**src/rtl/calc_pkg.sv**
```systemverilog
// Shared types and defaults for the calculator operand sequencer.
// Latency: n/a (types and constants only).
// Backpressure: n/a.
// Contents: op-code enum, sequencer state enum, DEPTH/IN_W/DATA_W defaults,
//           and the binary-op classification helper.
package calc_pkg;

    localparam int DEPTH_DEF  = 32;
    localparam int IN_W_DEF   = 16;
    localparam int DATA_W_DEF = 32;

    typedef enum logic [2:0] {
        OP_PUSH = 3'd0,
        OP_POP  = 3'd1,
        OP_ADD  = 3'd2,
        OP_SUB  = 3'd3,
        OP_AND  = 3'd4,
        OP_OR   = 3'd5,
        OP_CLR  = 3'd6,
        OP_RSVD = 3'd7
    } op_t;

    typedef enum logic [2:0] {
        ST_IDLE   = 3'd0,
        ST_RD_A   = 3'd1,
        ST_WAIT_A = 3'd2,
        ST_RD_B   = 3'd3,
        ST_WAIT_B = 3'd4,
        ST_EXEC   = 3'd5,
        ST_WR     = 3'd6,
        ST_DONE   = 3'd7
    } state_t;

    function automatic logic is_binop(input op_t op);
        return (op == OP_ADD) || (op == OP_SUB) || (op == OP_AND) || (op == OP_OR);
    endfunction

endpackage

```
**src/rtl/calc_alu.sv**
```systemverilog
// Combinational calculator ALU: R = B op A (SUB computes B - A).
// Latency: 0 cycles (pure combinational; the sequencer registers R).
// Backpressure: none.
// Ports: i_op (op code), i_a (top / head operand), i_b (next operand), o_r (result).
// Build option CALC_SAT_EN: when defined, ADD saturates at all-ones and SUB clamps
// at zero; otherwise both wrap modulo 2^DATA_W. AND/OR are unaffected.
module calc_alu
    import calc_pkg::*;
#(
    parameter int DATA_W = DATA_W_DEF
) (
    input  op_t               i_op,
    input  logic [DATA_W-1:0] i_a,
    input  logic [DATA_W-1:0] i_b,
    output logic [DATA_W-1:0] o_r
);

    logic [DATA_W-1:0] w_add;
    logic [DATA_W-1:0] w_sub;

`ifdef CALC_SAT_EN
    // One extra bit holds the carry (ADD) or borrow (SUB) used for clamping.
    logic [DATA_W:0] w_sum;
    logic [DATA_W:0] w_diff;

    assign w_sum  = {1'b0, i_b} + {1'b0, i_a};
    assign w_diff = {1'b0, i_b} - {1'b0, i_a};
    assign w_add  = w_sum[DATA_W]  ? '1 : w_sum[DATA_W-1:0];
    assign w_sub  = w_diff[DATA_W] ? '0 : w_diff[DATA_W-1:0];
`else
    assign w_add = i_b + i_a;
    assign w_sub = i_b - i_a;
`endif

    always_comb begin
        o_r = '0;
        case (i_op)
            OP_ADD:  o_r = w_add;
            OP_SUB:  o_r = w_sub;
            OP_AND:  o_r = i_b & i_a;
            OP_OR:   o_r = i_b | i_a;
            default: o_r = '0;
        endcase
    end

endmodule

```
**src/rtl/calc_op_sequencer.sv**
```systemverilog
// Calculator operand sequencer: runs PUSH/POP/ALU/CLR commands against a
// single-port sync-read RAM in stack (LIFO) or queue (FIFO) order.
// Latency: accept-to-done PUSH 2, POP 3, binary op 7, CLR/rejected 1 cycle.
// Backpressure: cmd_ready is high only in IDLE; one command in flight at a time.
// Ports: clk/rst (sync active-high); mode_q (0 stack, 1 queue, latched on rst/CLR);
//        cmd_valid/cmd_ready/cmd_op/cmd_data command handshake; mem_we/mem_addr/
//        mem_wdata/mem_rdata RAM port (rdata one cycle after addr); disp display
//        value; done/err completion pulses; empty/full/count occupancy.
// Build option CALC_SAT_EN selects saturating ADD/SUB in the ALU.
module calc_op_sequencer
    import calc_pkg::*;
#(
    parameter int DEPTH  = DEPTH_DEF,
    parameter int IN_W   = IN_W_DEF,
    parameter int DATA_W = DATA_W_DEF
) (
    input  logic                     clk,
    input  logic                     rst,
    input  logic                     mode_q,
    input  logic                     cmd_valid,
    output logic                     cmd_ready,
    input  logic [2:0]               cmd_op,
    input  logic [IN_W-1:0]          cmd_data,
    output logic                     mem_we,
    output logic [$clog2(DEPTH)-1:0] mem_addr,
    output logic [DATA_W-1:0]        mem_wdata,
    input  logic [DATA_W-1:0]        mem_rdata,
    output logic [DATA_W-1:0]        disp,
    output logic                     done,
    output logic                     err,
    output logic                     empty,
    output logic                     full,
    output logic [$clog2(DEPTH):0]   count
);

    localparam int              AW       = $clog2(DEPTH);
    localparam int              CW       = AW + 1;
    localparam logic [CW-1:0]   FULL_CNT = CW'(DEPTH);

    state_t            r_state;
    state_t            w_state_nxt;

    op_t               r_op;
    logic [IN_W-1:0]   r_data;
    logic              r_err;
    logic              r_mode;
    logic [AW-1:0]     r_head;
    logic [AW-1:0]     r_tail;
    logic [CW-1:0]     r_count;
    logic              r_empty;
    logic              r_full;
    logic [DATA_W-1:0] r_a;
    logic [DATA_W-1:0] r_b;
    logic [DATA_W-1:0] r_res;
    logic [DATA_W-1:0] r_disp;

    op_t               w_cmd_op;
    logic              w_accept;
    logic              w_reject;
    logic [DATA_W-1:0] w_alu_r;
    logic [DATA_W-1:0] w_push_val;
    logic [AW-1:0]     w_addr_a;
    logic [AW-1:0]     w_addr_b;
    logic [AW-1:0]     w_addr_wr;

    logic              w_commit;
    logic [CW-1:0]     w_count_nxt;
    logic [AW-1:0]     w_head_nxt;
    logic [AW-1:0]     w_tail_nxt;
    logic [DATA_W-1:0] w_disp_nxt;

    assign w_cmd_op   = op_t'(cmd_op);
    assign w_accept   = cmd_valid && (r_state == ST_IDLE);
    assign w_push_val = DATA_W'(r_data);

    // Reject decision uses the registered occupancy flags at acceptance.
    always_comb begin
        w_reject = 1'b0;
        case (w_cmd_op)
            OP_PUSH:                       w_reject = r_full;
            OP_POP:                        w_reject = r_empty;
            OP_ADD, OP_SUB, OP_AND, OP_OR: w_reject = (r_count < CW'(2));
            OP_CLR:                        w_reject = 1'b0;
            default:                       w_reject = 1'b1;
        endcase
    end

    // Stack: A = top (count-1), B = next below (count-2), push slot = count.
    // Queue: A = head, B = head+1, every write goes to tail; AW-bit math wraps.
    assign w_addr_a  = r_mode ? r_head : AW'(r_count - CW'(1));
    assign w_addr_b  = r_mode ? (r_head + AW'(1)) : AW'(r_count - CW'(2));
    assign w_addr_wr = r_mode ? r_tail :
                       ((r_op == OP_PUSH) ? AW'(r_count) : AW'(r_count - CW'(2)));

    calc_alu #(
        .DATA_W (DATA_W)
    ) u_alu (
        .i_op (r_op),
        .i_a  (r_a),
        .i_b  (r_b),
        .o_r  (w_alu_r)
    );

    // ---------------- FSM: state register ----------------
    always_ff @(posedge clk) begin
        if (rst) begin
            r_state <= ST_IDLE;
        end else begin
            r_state <= w_state_nxt;
        end
    end

    // ---------------- FSM: next state ----------------
    always_comb begin
        w_state_nxt = r_state;
        case (r_state)
            ST_IDLE: begin
                if (w_accept) begin
                    if (w_reject || (w_cmd_op == OP_CLR)) begin
                        w_state_nxt = ST_DONE;
                    end else if (w_cmd_op == OP_PUSH) begin
                        w_state_nxt = ST_WR;
                    end else begin
                        w_state_nxt = ST_RD_A;
                    end
                end
            end
            ST_RD_A:   w_state_nxt = ST_WAIT_A;
            ST_WAIT_A: w_state_nxt = (r_op == OP_POP) ? ST_DONE : ST_RD_B;
            ST_RD_B:   w_state_nxt = ST_WAIT_B;
            ST_WAIT_B: w_state_nxt = ST_EXEC;
            ST_EXEC:   w_state_nxt = ST_WR;
            ST_WR:     w_state_nxt = ST_DONE;
            ST_DONE:   w_state_nxt = ST_IDLE;
            default:   w_state_nxt = ST_IDLE;
        endcase
    end

    // ---------------- FSM: outputs ----------------
    always_comb begin
        cmd_ready = (r_state == ST_IDLE);
        mem_we    = 1'b0;
        mem_addr  = w_addr_a;
        mem_wdata = r_res;
        done      = 1'b0;
        err       = 1'b0;
        case (r_state)
            ST_RD_A: mem_addr = w_addr_a;
            ST_RD_B: mem_addr = w_addr_b;
            ST_WR: begin
                mem_we   = 1'b1;
                mem_addr = w_addr_wr;
                if (r_op == OP_PUSH) begin
                    mem_wdata = w_push_val;
                end
            end
            ST_DONE: begin
                done = 1'b1;
                err  = r_err;
            end
            default: ;
        endcase
        // A reset cycle must never issue a RAM write or a completion pulse.
        if (rst) begin
            mem_we = 1'b0;
            done   = 1'b0;
            err    = 1'b0;
        end
    end

    // Architectural updates all land on the edge entering DONE, so the
    // done pulse already shows the new disp/count/empty/full.
    always_comb begin
        w_commit    = 1'b0;
        w_count_nxt = r_count;
        w_head_nxt  = r_head;
        w_tail_nxt  = r_tail;
        w_disp_nxt  = r_disp;
        case (r_state)
            ST_IDLE: begin
                if (w_accept && (w_cmd_op == OP_CLR)) begin
                    w_commit    = 1'b1;
                    w_count_nxt = '0;
                    w_head_nxt  = '0;
                    w_tail_nxt  = '0;
                    w_disp_nxt  = '0;
                end
            end
            ST_WAIT_A: begin
                if (r_op == OP_POP) begin
                    w_commit    = 1'b1;
                    w_count_nxt = r_count - CW'(1);
                    w_disp_nxt  = mem_rdata;
                    if (r_mode) begin
                        w_head_nxt = r_head + AW'(1);
                    end
                end
            end
            ST_WR: begin
                w_commit = 1'b1;
                if (r_op == OP_PUSH) begin
                    w_count_nxt = r_count + CW'(1);
                    w_disp_nxt  = w_push_val;
                    if (r_mode) begin
                        w_tail_nxt = r_tail + AW'(1);
                    end
                end else begin
                    // Two operands consumed, one result written.
                    w_count_nxt = r_count - CW'(1);
                    w_disp_nxt  = r_res;
                    if (r_mode) begin
                        w_head_nxt = r_head + AW'(2);
                        w_tail_nxt = r_tail + AW'(1);
                    end
                end
            end
            default: ;
        endcase
    end

    // ---------------- Datapath registers ----------------
    always_ff @(posedge clk) begin
        if (rst) begin
            r_op    <= OP_PUSH;
            r_data  <= '0;
            r_err   <= 1'b0;
            r_mode  <= mode_q;
            r_head  <= '0;
            r_tail  <= '0;
            r_count <= '0;
            r_empty <= 1'b1;
            r_full  <= 1'b0;
            r_a     <= '0;
            r_b     <= '0;
            r_res   <= '0;
            r_disp  <= '0;
        end else begin
            if (w_accept) begin
                r_op   <= w_cmd_op;
                r_data <= cmd_data;
                r_err  <= w_reject;
                if (w_cmd_op == OP_CLR) begin
                    r_mode <= mode_q;
                end
            end
            if (r_state == ST_WAIT_A) begin
                r_a <= mem_rdata;
            end
            if (r_state == ST_WAIT_B) begin
                r_b <= mem_rdata;
            end
            if (r_state == ST_EXEC) begin
                r_res <= w_alu_r;
            end
            if (w_commit) begin
                r_count <= w_count_nxt;
                r_empty <= (w_count_nxt == '0);
                r_full  <= (w_count_nxt == FULL_CNT);
                r_head  <= w_head_nxt;
                r_tail  <= w_tail_nxt;
                r_disp  <= w_disp_nxt;
            end
        end
    end

    assign disp  = r_disp;
    assign empty = r_empty;
    assign full  = r_full;
    assign count = r_count;

endmodule

```
**config.mk**
```make
export PLATFORM = sky130hd
export DESIGN_NAME = calc_op_sequencer
export DESIGN_NICKNAME = d
export VERILOG_FILES = /design/src/rtl/calc_pkg.sv /design/src/rtl/calc_alu.sv /design/src/rtl/calc_op_sequencer.sv
export SDC_FILE = /design/constraint.sdc
export NUM_CORES = 1
export LEC_CHECK = 0
export ABC_AREA = 1
export CAP_MARGIN = 20
export CORE_UTILIZATION = 45
export CTS_BUF_LIST = sky130_fd_sc_hd__clkbuf_4 sky130_fd_sc_hd__clkbuf_8 sky130_fd_sc_hd__clkbuf_16
export DETAILED_ROUTE_END_ITERATION = 10
export GPL_TIMING_DRIVEN = 1
export PLACE_DENSITY = 0.65
export SYNTH_ARGS = -nofsm -noshare
export SYNTH_HDL_FRONTEND = slang
export SYNTH_SLANG_ARGS = --single-unit
export TNS_END_PERCENT = 10
```
**constraint.sdc**
```tcl
create_clock -name clk -period 3.7 [get_ports clk]
set_clock_uncertainty 0.15 [all_clocks]
set_input_delay 0.37 -clock clk [delete_from_list [all_inputs] [get_ports clk]]
set_output_delay 0.37 -clock clk [all_outputs]
set_load 0.05 [all_outputs]
```
==> flow_summary.json <==
{
  "cp.arrival_ns": 3.67,
  "track_usage": 0.301,
  "tns_ns": 0,
  "netlist-cell-type-count": 55,
  "cts-root-buf": "clkbuf_16",
  "htreeDepth": 4,
  "fmax_ghz": 0.291,
  "synthArstFlopShare": 0,
  "drive_gt1_frac": 0.0871,
  "ys.flop_type": "dfxtp_1",
  "diodes": 0,
  "die_x_um": 160,
  "wl_per_cell_um": 17.2,
  "final-setup-viol-count": 0,
  "place.gp.congestion": 0.972,
  "clockBufferDepth": 2,
  "die_area_sq_um": 25500,
  "pwr-share-clk": 0.146,
  "first_pass_iters": 5,
  "path_delay_family": "simple AND/OR/NAND/NOR gates",
  "path_cells": "inv_1, ha_2, inv_1, nor2_4, nand3_1, nor2_1, inv_1, nor2_2, nand3_2, o21ai_2, xor2_2, ha_4, nand2_1, inv_1, nand2_1, nand2_1, a21oi_1, nand3_1, nand2_1, nand3_1, nand2_1, nand2_1, a21oi_1",
  "rows": 57,
  "drt_wl_total_um": 38300,
  "clk_pin_slew_ns": 0.08,
  "syn-cell-area_sq_um": 11200,
  "hold_viol_final": 0,
  "synth_edf_count": 1,
  "clk_latency_ns": 0.44,
  "crit_path_max_fanout": 5,
  "setup_ws_ns": 0.262,
  "cts.hold.buffers_added": 0,
  "syn2layout_area_growth_pct": 22.7,
  "slew_viol_final": 0,
  "ys_ff_latch": 170,
  "p_leak_nw": 6.15,
  "netlist_instances": 1785,
  "initial_core_util": 0.460,
  "crit_type": "reg2reg",
  "clock-sinks": 170,
  "syn_nets": 1883,
  "internal_power_mw": 5.96,
  "place_ws_ns": 0.0445,
  "grt_remaining_overflow": 0,
  "viasPerCell": 5.42,
  "crit_path_top_delay_cell": "dfxtp_1",
  "cp_common_cell": "nand2_1",
  "dpl_cell_area_sq_um": 13000,
  "worstSetupStartpointType": "flip-flop",
  "endpoint_kind": "flip-flop",
  "cts_tree": "yes",
  "final_cell_area_sq_um": 13700,
  "cp_num_buf_inv": 4,
  "cts-buffers-inserted": 17,
  "io_pins": 136,
  "finalNetCount": 1991,
  "grt_antenna_before_repair": 0,
  "hpwl_um": 28800,
  "status": "finished, final reports clean",
  "yosys_warnings": 0,
  "switching_share": 0.535,
  "relSlewSlack": 0.549,
  "design.core.area_sq_um": 24300,
  "die_h_um": 160,
  "vdd.ir_drop.worst_mv": 0.474,
  "grt_pass1_wl_um": 60900,
  "route.detailed.drc": 0,
  "worst_pin_slew_ns": 0.675,
  "grt_pass1_vias": 11317,
  "hold_class": "in2reg",
  "ys_seq_area_frac": 0.305,
  "cp.required_ns": 3.93,
  "post-route-min-period_ns": 3.44,
  "num_vias": 12095,
  "p_sw_mw": 6.86,
  "p_comb_frac": 0.646,
  "holdWs_ns": 0.109,
  "powerDensity_nw_per_um2": 934,
  "postSynthAreaPerCell_sq_um": 6.27,
  "portBuffers": 135,
  "ant_nets": 0,
  "rsz0062_at_grt": "true",
  "grt_max_degree": 50,
  "cp_slowest_stage_delay_ns": 0.33,
  "seqPwrFrac": 0.208,
  "maxCapViolations": 0,
  "finalCritPeriodShare": 0.929,
  "drt_iter0_drc": 975
}
==> synthesized netlist by cell type (12+ instances only) <==
cell type | number | share of area
nand2_1 | 499 | 0.17
nand3_1 | 84 | 0.038
inv_1 | 193 | 0.065
nand4_1 | 13 | 0.0073
o21ai_0 | 152 | 0.068
a31oi_1 | 35 | 0.020
xnor2_1 | 12 | 0.0094
dfxtp_1 | 169 | 0.30
a21oi_1 | 118 | 0.053
nor3_1 | 47 | 0.021
buf_2 | 19 | 0.0085
clkbuf_1 | 46 | 0.015
a22oi_1 | 18 | 0.012
xor2_1 | 30 | 0.023
ha_1 | 42 | 0.047
nor2_1 | 191 | 0.064
==> final timing paths <==
check | from | to | slack (ns) | cells past startpoint
max | r_a[1]$_SDFFE_PP0P_ | r_res[24]$_SDFFE_PP0P_ | 0.26 | 23
min | rst | r_head[2]$_SDFFE_PP0P_ | 0.11 | 2
max reg2reg | r_a[1]$_SDFFE_PP0P_ | r_res[24]$_SDFFE_PP0P_ | 0.26 | 23
min reg2reg | r_res[2]$_SDFFE_PP0P_ | r_res[2]$_SDFFE_PP0P_ | 0.33 | 2
==> state kept, by name, indices dropped and copies added (netlist names) <==
name,cells
r_a,32
count,6
disp,32
r_res,32
r_data,16
r_b,32
r_op,3
full,1
r_state,3
r_mode,1
empty,1
r_tail,5
r_head,5
r_err,1
==> power groups by stage <==
stage | clock (mW) | combinational, mW | sequential (mW)
final | 1.87 | 8.28 | 2.66
after global routing | 1.97 | 9.16 | 2.71
after CTS | 1.88 | 8.01 | 2.64
after detailed placement | 0 | 7.97 | 2.68
after global placement | 0 | 7.93 | 2.68
after floorplan | 0 | 5.35 | 2.90
==> timing repair <==
| item | in CTS | in global routing |
|---|---|---|
| setup endpoints to repair | 0 | 12 |
| resized for setup | 0 | 27 |
| buffers inserted | 0 | 1 |
==> stage by stage <==
stage               utilization  total power [mW]  std cells
floorplan                     -              8.25       1785
global placement          0.535              10.6       2197
detailed placement        0.535              10.6       2197
CTS                       0.560              12.5       2229
global route              0.564              13.8       2230
finish                    0.564              12.8       2230
==> layer usage <==
metal  global-route usage  part of all wire
met1                0.385              0.45
met5                    0                 0
met4                0.125             0.036
met3               0.0390             0.046
met2                0.508              0.47
==> placed cells by master (no fill, tap or decap), types with 35 or more instances in the layout <==
cell type and n:
a21oi_1 115, nand2_1 498, buf_4 44, ha_1 38
clkdlybuf4s50_1 97, nor2_1 181, nand3_1 82, dfxtp_1 169
nor3_1 47, inv_1 191, o21ai_0 151, a31oi_1 35
==> logic make-up (layout without fill, tap and decap cells) <==
logic type | after synthesis | after routing | share of synthesized area
buffers and inverters | 280 | 401 | 0.0982
xor gates and xnor gates | 42 | 42 | 0.0329
AOI/OAI and AO/OA | 368 | 368 | 0.182
DFF | 170 | 170 | 0.305
and+or+nand+nor | 876 | 876 | 0.328
adders and majority gates | 49 | 49 | 0.0541
==> area by class of cell <==
cell class / instances / area, sq um
Tap cell: 324 / 405
Fill cell: 2451 / 10600
Clock inverter: 15 / 178
Inverter: 205 / 769
Timing Repair Buffer: 164 / 1750
Sequential cell: 170 / 3410
Multi-Input combinational cell: 1335 / 6790
Clock buffer: 17 / 425
Power figures use the tool's default switching activity.
